==> src/rtl/alu_pkg.sv <==
// Shared types for the pipelined ALU: opcodes, FSM states and the flag bundle.
package alu_pkg;

   typedef enum logic [2:0] {
      OP_ADD  = 3'b000,
      OP_SUB  = 3'b001,
      OP_AND  = 3'b010,
      OP_OR   = 3'b011,
      OP_XOR  = 3'b100,
      OP_SLT  = 3'b101,
      OP_MUL  = 3'b110,
      OP_SLTU = 3'b111
   } alu_op_e;

   typedef enum logic [0:0] {
      S_IDLE = 1'b0,
      S_MUL  = 1'b1
   } alu_state_e;

   typedef struct packed {
      logic z;
      logic n;
      logic c;
      logic v;
   } alu_flags_t;

endpackage

==> src/rtl/alu_pipe_if.sv <==
// Operand/result handshake bundle of alu_pipe; slave is the ALU side, master the producer/consumer.
interface alu_pipe_if #(
   parameter int unsigned WIDTH = 32
) ();

   logic             in_valid;
   logic             in_ready;
   logic [WIDTH-1:0] SrcA;
   logic [WIDTH-1:0] SrcB;
   logic [2:0]       ALUControl;
   logic             out_valid;
   logic             out_ready;
   logic [WIDTH-1:0] ALUResult;
   logic             Zero;
   logic             Neg;
   logic             Carry;
   logic             Ovf;

   modport master (
      output in_valid, SrcA, SrcB, ALUControl, out_ready,
      input  in_ready, out_valid, ALUResult, Zero, Neg, Carry, Ovf
   );

   modport slave (
      input  in_valid, SrcA, SrcB, ALUControl, out_ready,
      output in_ready, out_valid, ALUResult, Zero, Neg, Carry, Ovf
   );

endinterface

==> src/rtl/alu_mul_iter.sv <==
// Iterative shift-add multiplier: one partial-product step per cycle, low WIDTH bits of the product.
module alu_mul_iter #(
   parameter int unsigned WIDTH = 32,
   parameter int unsigned CNT_W = $clog2(WIDTH + 1)
) (
   input  logic             clk_i,
   input  logic             rst_ni,
   input  logic             start_i,
   input  logic [WIDTH-1:0] a_i,
   input  logic [WIDTH-1:0] b_i,
   output logic             busy_o,
   output logic             done_o,
   output logic [WIDTH-1:0] product_o
);

   logic             busy_q, busy_d;
   logic [CNT_W-1:0] cnt_q, cnt_d;
   logic [WIDTH-1:0] a_q, a_d;
   logic [WIDTH-1:0] b_q, b_d;
   logic [WIDTH-1:0] acc_q, acc_d;

   always_comb begin
      busy_d = busy_q;
      cnt_d  = cnt_q;
      a_d    = a_q;
      b_d    = b_q;
      acc_d  = acc_q;
      if (start_i && !busy_q) begin
         busy_d = 1'b1;
         cnt_d  = CNT_W'(WIDTH);
         a_d    = a_i;
         b_d    = b_i;
         acc_d  = '0;
      end else if (busy_q) begin
         // The cycle after the last step is the done cycle; the top samples the product then.
         if (cnt_q == '0) begin
            busy_d = 1'b0;
         end else begin
            if (b_q[0]) acc_d = acc_q + a_q;
            a_d   = a_q << 1;
            b_d   = b_q >> 1;
            cnt_d = cnt_q - CNT_W'(1);
         end
      end
   end

   always_ff @(posedge clk_i or negedge rst_ni) begin
      if (!rst_ni) begin
         busy_q <= 1'b0;
         cnt_q  <= '0;
         a_q    <= '0;
         b_q    <= '0;
         acc_q  <= '0;
      end else begin
         busy_q <= busy_d;
         cnt_q  <= cnt_d;
         a_q    <= a_d;
         b_q    <= b_d;
         acc_q  <= acc_d;
      end
   end

   assign busy_o    = busy_q;
   assign done_o    = busy_q && (cnt_q == '0);
   assign product_o = acc_q;

endmodule

==> src/rtl/alu_pipe.sv <==
// Handshaked ALU with registered result and Z/N/C/V flags.
// Define ALU_MUL_EN to enable the iterative multiplier for opcode 110.
module alu_pipe
   import alu_pkg::*;
#(
   parameter int unsigned WIDTH = 32,
   parameter int unsigned CNT_W = $clog2(WIDTH + 1)
) (
   input logic       clk,
   input logic       rst_n,
   alu_pipe_if.slave bus
);

   localparam int unsigned Msb = WIDTH - 1;

   if (WIDTH < 4 || CNT_W != $clog2(WIDTH + 1)) begin : g_bad_param
      $error("alu_pipe: WIDTH must be >= 4 and CNT_W must not be overridden");
   end

   logic             in_fire, out_fire;
   logic             out_valid_q, out_valid_d;
   logic [WIDTH-1:0] result_q, result_d;
   alu_flags_t       flags_q, flags_d;
   logic [WIDTH-1:0] alu_res;
   alu_flags_t       alu_flags;
   logic [WIDTH:0]   sum, diff;
   alu_op_e          op;

   assign op       = alu_op_e'(bus.ALUControl);
   assign in_fire  = bus.in_valid && bus.in_ready;
   assign out_fire = out_valid_q && bus.out_ready;

   always_comb begin
      sum       = {1'b0, bus.SrcA} + {1'b0, bus.SrcB};
      diff      = {1'b0, bus.SrcA} + {1'b0, ~bus.SrcB} + (WIDTH + 1)'(1);
      alu_res   = '0;
      alu_flags = '0;
      unique case (op)
         OP_ADD: begin
            alu_res     = sum[WIDTH-1:0];
            alu_flags.c = sum[WIDTH];
            alu_flags.v = (bus.SrcA[Msb] == bus.SrcB[Msb]) && (sum[Msb] != bus.SrcA[Msb]);
         end
         OP_SUB: begin
            // Carry is the inverted borrow, i.e. A >= B unsigned.
            alu_res     = diff[WIDTH-1:0];
            alu_flags.c = diff[WIDTH];
            alu_flags.v = (bus.SrcA[Msb] != bus.SrcB[Msb]) && (diff[Msb] != bus.SrcA[Msb]);
         end
         OP_AND:  alu_res = bus.SrcA & bus.SrcB;
         OP_OR:   alu_res = bus.SrcA | bus.SrcB;
         OP_XOR:  alu_res = bus.SrcA ^ bus.SrcB;
         OP_SLT:  alu_res = {{(WIDTH-1){1'b0}}, $signed(bus.SrcA) < $signed(bus.SrcB)};
         OP_SLTU: alu_res = {{(WIDTH-1){1'b0}}, bus.SrcA < bus.SrcB};
         OP_MUL:  alu_res = '0;
      endcase
      alu_flags.z = (alu_res == '0);
      alu_flags.n = alu_res[Msb];
   end

`ifdef ALU_MUL_EN
   localparam logic [0:0] StIdle = S_IDLE;
   localparam logic [0:0] StMul  = S_MUL;

   logic [0:0]       state_q, state_d;
   logic             mul_start, mul_busy, mul_done;
   logic [WIDTH-1:0] mul_product;

   alu_mul_iter #(
      .WIDTH (WIDTH),
      .CNT_W (CNT_W)
   ) u_mul (
      .clk_i     (clk),
      .rst_ni    (rst_n),
      .start_i   (mul_start),
      .a_i       (bus.SrcA),
      .b_i       (bus.SrcB),
      .busy_o    (mul_busy),
      .done_o    (mul_done),
      .product_o (mul_product)
   );

   assign bus.in_ready = (state_q == StIdle) && !mul_busy && (!out_valid_q || bus.out_ready);

   always_comb begin
      state_d     = state_q;
      mul_start   = 1'b0;
      out_valid_d = out_valid_q;
      result_d    = result_q;
      flags_d     = flags_q;
      if (out_fire) out_valid_d = 1'b0;
      if (state_q == StMul) begin
         if (mul_done) begin
            state_d     = StIdle;
            result_d    = mul_product;
            flags_d     = '0;
            flags_d.z   = (mul_product == '0);
            flags_d.n   = mul_product[Msb];
            out_valid_d = 1'b1;
         end
      end else if (in_fire) begin
         if (op == OP_MUL) begin
            state_d   = StMul;
            mul_start = 1'b1;
         end else begin
            result_d    = alu_res;
            flags_d     = alu_flags;
            out_valid_d = 1'b1;
         end
      end
   end

   always_ff @(posedge clk or negedge rst_n) begin
      if (!rst_n) state_q <= StIdle;
      else        state_q <= state_d;
   end
`else
   assign bus.in_ready = !out_valid_q || bus.out_ready;

   always_comb begin
      out_valid_d = out_valid_q;
      result_d    = result_q;
      flags_d     = flags_q;
      if (out_fire) out_valid_d = 1'b0;
      if (in_fire) begin
         result_d    = alu_res;
         flags_d     = alu_flags;
         out_valid_d = 1'b1;
      end
   end
`endif

   always_ff @(posedge clk or negedge rst_n) begin
      if (!rst_n) begin
         out_valid_q <= 1'b0;
         result_q    <= '0;
         flags_q     <= '0;
      end else begin
         out_valid_q <= out_valid_d;
         result_q    <= result_d;
         flags_q     <= flags_d;
      end
   end

   assign bus.out_valid = out_valid_q;
   assign bus.ALUResult = result_q;
   assign bus.Zero      = flags_q.z;
   assign bus.Neg       = flags_q.n;
   assign bus.Carry     = flags_q.c;
   assign bus.Ovf       = flags_q.v;

endmodule
==> src/flat_wrapper.sv <==
// flat-port wrapper written by rule: the top's interface ports become plain ports
module alu_pipe_flat import alu_pkg::*;
#(
   parameter int unsigned WIDTH = 32,
   parameter int unsigned CNT_W = $clog2(WIDTH + 1)
)
  (clk, rst_n, bus_in_valid, bus_SrcA, bus_SrcB, bus_ALUControl, bus_out_ready, bus_in_ready, bus_out_valid, bus_ALUResult, bus_Zero, bus_Neg, bus_Carry, bus_Ovf);
  alu_pipe_if #(.WIDTH(WIDTH)) bus_i ();
  input logic clk;
  input logic rst_n;
  input wire logic [$bits(bus_i.in_valid)-1:0] bus_in_valid;
  input wire logic [$bits(bus_i.SrcA)-1:0] bus_SrcA;
  input wire logic [$bits(bus_i.SrcB)-1:0] bus_SrcB;
  input wire logic [$bits(bus_i.ALUControl)-1:0] bus_ALUControl;
  input wire logic [$bits(bus_i.out_ready)-1:0] bus_out_ready;
  output wire logic [$bits(bus_i.in_ready)-1:0] bus_in_ready;
  output wire logic [$bits(bus_i.out_valid)-1:0] bus_out_valid;
  output wire logic [$bits(bus_i.ALUResult)-1:0] bus_ALUResult;
  output wire logic [$bits(bus_i.Zero)-1:0] bus_Zero;
  output wire logic [$bits(bus_i.Neg)-1:0] bus_Neg;
  output wire logic [$bits(bus_i.Carry)-1:0] bus_Carry;
  output wire logic [$bits(bus_i.Ovf)-1:0] bus_Ovf;
  assign bus_i.in_valid = bus_in_valid;
  assign bus_i.SrcA = bus_SrcA;
  assign bus_i.SrcB = bus_SrcB;
  assign bus_i.ALUControl = bus_ALUControl;
  assign bus_i.out_ready = bus_out_ready;
  assign bus_in_ready = bus_i.in_ready;
  assign bus_out_valid = bus_i.out_valid;
  assign bus_ALUResult = bus_i.ALUResult;
  assign bus_Zero = bus_i.Zero;
  assign bus_Neg = bus_i.Neg;
  assign bus_Carry = bus_i.Carry;
  assign bus_Ovf = bus_i.Ovf;
  alu_pipe #(.WIDTH(WIDTH), .CNT_W(CNT_W)) u_core (.clk(clk), .rst_n(rst_n), .bus(bus_i));
endmodule
==> config.mk <==
export PLATFORM = sky130hd
export DESIGN_NAME = alu_pipe_flat
export DESIGN_NICKNAME = d
export VERILOG_FILES = /design/src/rtl/alu_pkg.sv /design/src/rtl/alu_pipe_if.sv /design/src/rtl/alu_mul_iter.sv /design/src/rtl/alu_pipe.sv /design/src/flat_wrapper.sv
export SDC_FILE = /design/constraint.sdc
export NUM_CORES = 1
export LEC_CHECK = 0
export ABC_AREA = 1
export CAP_MARGIN = 20
export CORE_MARGIN = 2
export CORE_UTILIZATION = 59
export CTS_CLUSTER_DIAMETER = 60
export DETAILED_ROUTE_END_ITERATION = 16
export PLACE_DENSITY_LB_ADDON = 0.15
export SYNTH_ARGS = -nofsm -noshare
export SYNTH_HDL_FRONTEND = slang
export SYNTH_HIERARCHICAL = 1
export SYNTH_SLANG_ARGS = --single-unit
==> constraint.sdc <==
create_clock -name clk -period 1.4 [get_ports clk]
set_input_delay 0.28 -clock clk [delete_from_list [all_inputs] [get_ports clk]]
set_output_delay 0.28 -clock clk [all_outputs]
set_load 0.005 [all_outputs]
==> impl_metrics.tcl, run 1 <==
set metrics [dict create \
    status "did not finish" \
    haltStage "clock tree synthesis" \
    tool.error "[ERROR DPL-0038] Utilization greater than 100%, impossible to legalize" \
    syn_area_sq_mm 0.00860 \
    die_x_um 125 \
    synth_edf_count 0 \
    ctsHoldBuffers 0 \
    synth_top_area_frac 0.231 \
    io_pins 109 \
    post-dp-hpwl_mm 28.2 \
    cts_root_buf "clkbuf_16" \
    place.gp.congestion 1.15 \
    synth_async_sr_flop_share 1.00 \
    start_util 0.598 \
    yosys.area.top_type "nand2_1" \
    yosys-top-cells-count "nand2_1 (529), inv_1 (289), nand3_1 (122), nor2_1 (98), ha_1 (96)" \
    yosysUniqueCellTypes 44 \
    cts_inserted_buffers 5 \
    ys_warn_count 6 \
    die_h_um 125 \
    ys_seq_area_frac 0.105 \
    avgSynthCellArea_sq_um 5.59 \
    rows 44 \
    clock-sinks 36 \
    placement.io_buffers 108 \
    synth_seq_cells 36 \
    h-tree-depth 2 \
    ys_dominant_reg_cell "dfrtp_1" \
    clock_path_buffers 2 \
    synth_nets 1706 \
    synth.area.top_cells "nand2_1 (23%), ha_1 (14%), inv_1 (13%)" \
    post_cts_resized 727 \
    yosysMostFrequentCell "nand2_1" \
    cts_setup_buffers 122 \
    syn_inst 1537 \
]
kinds of logic after synthesis:
family          Yosys count  share of synthesized area
compound gates          157                      0.114
xor+xnor                  8                    0.00815
fa+ha+maj                98                      0.144
buf+inv                 375                      0.188
flops                    36                      0.105
simple gates            863                      0.441
metrics by stage:
| stage | cells | worst slack (ns) | instance area, sq um | hold WS [ns] | setup TNS [ns] |
|---|---|---|---|---|---|
| floorplan | 1537 | -0.602 | 9690 | -0.0156 | -8.60 |
| global placement | 2043 | -1.60 | 12600 | 0.456 | -42.91 |
| detailed placement | 2043 | -1.75 | 12600 | 0.465 | -46.53 |
==> run 2: changes to the inputs <==
Settings changed: CORE_UTILIZATION 59 to 40, CTS_CLUSTER_DIAMETER 60 to not set.
==> run 2 against run 1 <==
The flow now finishes, with violations (setup timing). Area after synthesis stayed put. Synthesized cell count stayed put.
==> impl_metrics.tcl, run 2 <==
set metrics [dict create \
    ys_warn_count 6 \
    die_x_um 151 \
    fmax_ghz 0.438 \
    slew_headroom 0.686 \
    clock_path_buffers 2 \
    io_pins 109 \
    cp_max_fo 4 \
    final_cell_mix "buf_4 (326), nand2_1 (301), nand2_2 (175), inv_1 (163), buf_6 (128)" \
    wl_per_cell_um 18.8 \
    crit_family "simple AND/OR/NAND/NOR gates" \
    vias 12371 \
    synth_async_sr_flop_share 1.00 \
    drive_gt1_frac 0.627 \
    h-tree-depth 2 \
    synth.area.top_cells "nand2_1 (23%), ha_1 (14%), inv_1 (13%)" \
    die_h_um 151 \
    start_kind "input pin" \
    antenna_left 0 \
    hp-class "in -> async" \
    finalHoldViolCount 0 \
    synth_top_area_frac 0.231 \
    critPathKind "in -> reg" \
    avgViaCountPerCell 5.29 \
    antenna_cells 0 \
    crit_path_cell_trace "buf_12 -> inv_12 -> ha_4 -> fa_2 -> inv_2 -> nand2_2 -> nand3_4 -> nand2_1 -> nand2_1 -> o21ai_2 -> nor2_2 -> nand4_1 -> nor2_1 -> nand4_1 -> nor2_4 -> nand4_1 -> nand2_1" \
    post-place-ws_ns -1.71 \
    setup_viol 35 \
    largest_register_ffs 32 \
    vdd_drop_max_mv 0.380 \
    crit_path_end_kind "register" \
    fin_worst_hold_slack_ns 0.379 \
    final_common_cell "buf_4" \
    yosys.area.top_type "nand2_1" \
    cts_tree "yes" \
    status "finished, violations left" \
    nets 2231 \
    tightestPinTransition_ns 0.471 \
    clk_pin_slew_ns 0.05 \
    nFillCells 1370 \
    fin_crit_sh 1.63 \
    remaining_drc_errors 0 \
    powerDensity_mw_per_mm2 580 \
    firstDrtPassIters 5 \
    ctsHoldBuffers 0 \
    maxCapViolations 0 \
    leakage_nw 9.11 \
    ys_seq_area_frac 0.105 \
    slowest_stage "fa_2" \
    synth_nets 1706 \
    required_ns 1.61 \
    drt_wl_total_mm 43.9 \
    period_needed_ns 2.28 \
    skew_ns 0.00138 \
    start_util 0.408 \
    grt_max_degree 37 \
    grt_pass1_vias 11822 \
    clock-sinks 36 \
    finalMaxSlewViolations 0 \
    cts_root_buf "clkbuf_16" \
    synth_seq_cells 36 \
    drtIter0Drc 1057 \
    die_area_sq_mm 0.0227 \
    rsz0062_at_grt "yes" \
    rows 53 \
    slowest_delay_ns 0.37 \
    total_power_mw 10.1 \
    syn_inst 1537 \
    grtUsageTotal 0.354 \
    grt_pass1_wl_mm 61.8 \
    yosysMostFrequentCell "nand2_1" \
    yosys-top-cells-count "nand2_1 (529), inv_1 (289), nand3_1 (122), nor2_1 (98), ha_1 (96)" \
    syn_area_sq_mm 0.00860 \
    clk-insertion-delay-late_ns 0.28 \
    synth_edf_count 0 \
    antenna_found_initial 0 \
    area_delta_synth_final_pct 102 \
    avgSynthCellArea_sq_um 5.59 \
    cp_num_buf_inv 3 \
    post-dp-hpwl_mm 31.3 \
    yosysUniqueCellTypes 44 \
    ys_dominant_reg_cell "dfrtp_1" \
    core_sq_mm 0.0211 \
    grt_overflow_total 0 \
    cts_inserted_buffers 5 \
    worstPathArrival_ns 2.49 \
    place.gp.congestion 0.994 \
    violations "setup timing" \
    finalWorstSetupSlack_ns -0.881 \
    placement.io_buffers 108 \
]
run 2: cell counts after synthesis:
Identical to the previous run, type by type.
run 2: cells by family (layout without fill, tap and decap cells):
logic type	after synthesis	in the layout	synth area share
adder cells (fa/ha/maj)	98	98	0.144
XOR/XNOR	8	8	0.00815
AND/OR/NAND/NOR	863	863	0.441
buffers and inverters	375	901	0.188
flip-flops	36	36	0.105
AO/OA/AOI/OAI	157	157	0.114
run 2: final timing paths:
| path | from | end | depth (start not counted) | slack (ns) |
|---|---|---|---|---|
| setup / recovery | bus_SrcA[0] | u_core/bus.Zero$_DFFE_PN0P_ | 17 | -0.88 |
| setup reg to reg | u_core/bus.out_valid$_DFFE_PN0P_ | u_core/bus.ALUResult[11]$_DFFE_PN0P_ | 6 | 0.19 |
| min in group clk | u_core/bus.ALUResult[21]$_DFFE_PN0P_ | u_core/bus.ALUResult[21]$_DFFE_PN0P_ | 2 | 0.46 |
| max in group asynchronous | rst_n | u_core/bus.ALUResult[21]$_DFFE_PN0P_ | 2 | 0.84 |
| hold reg to reg | u_core/bus.ALUResult[21]$_DFFE_PN0P_ | u_core/bus.ALUResult[21]$_DFFE_PN0P_ | 2 | 0.46 |
| hold / removal | rst_n | u_core/bus.ALUResult[6]$_DFFE_PN0P_ | 2 | 0.38 |
run 2: metrics by stage:
stage	util	TNS, ns	std cells	area [sq um]
global placement	0.630	-44.32	2203	13300
floorplan	-	-8.60	1537	9690
finish	0.822	-18.38	2338	17300
detailed placement	0.630	-45.54	2203	13300
CTS	0.754	-16.50	2311	15900
global route	0.822	-20.66	2338	17300
run 2: power breakdown:
part	internal, mW	switching [mW]
combinational	3.55	4.13
sequential	1.21	0.0837
clock	0.708	0.382
total	5.47	4.59
run 2: cell type report:
| class | count | area [sq um] | area share |
|---|---|---|---|
| Sequential cell | 36 | 901 | 0.0520 |
| Inverter | 327 | 1410 | 0.0813 |
| Tap cell | 275 | 344 | 0.0198 |
| Multi-Input combinational cell | 1126 | 9390 | 0.542 |
| Clock buffer | 8 | 146 | 0.00844 |
| Timing Repair Buffer | 566 | 5150 | 0.297 |
run 2: worst register-to-register path, delay by kind of cell, from the launching register on:
family                 cells  cell delay, ns
DFF                        1            0.38
buffers and inverters      2            0.34
and+or+nand+nor            3            0.32
AOI/OAI and AO/OA          1            0.06
run 2: layer usage:
metal	vias to the layer above	GRT usage	share of wire
met4	0	0.116	0.052
met3	210	0.0339	0.076
met2	645	0.620	0.47
met1	5737	0.455	0.40
met5	-	0	0
li1	5779	-	-
run 2: repair_timing:
item / 4_1_cts / 5_1_grt
gates resized for setup: 781 / 364
setup endpoints to repair: 67 / 43
setup buffers: 122 / 42
pin swaps: 303 / 243
gates cloned: 0 / 0
No activity file was read; power rests on OpenSTA's default activity.
==> run 3: changes to the inputs <==
Settings changed: CTS_CLUSTER_DIAMETER set to 60.
==> results of run 3 <==
Final layout, timing and power as in run 2 (identical DEF).
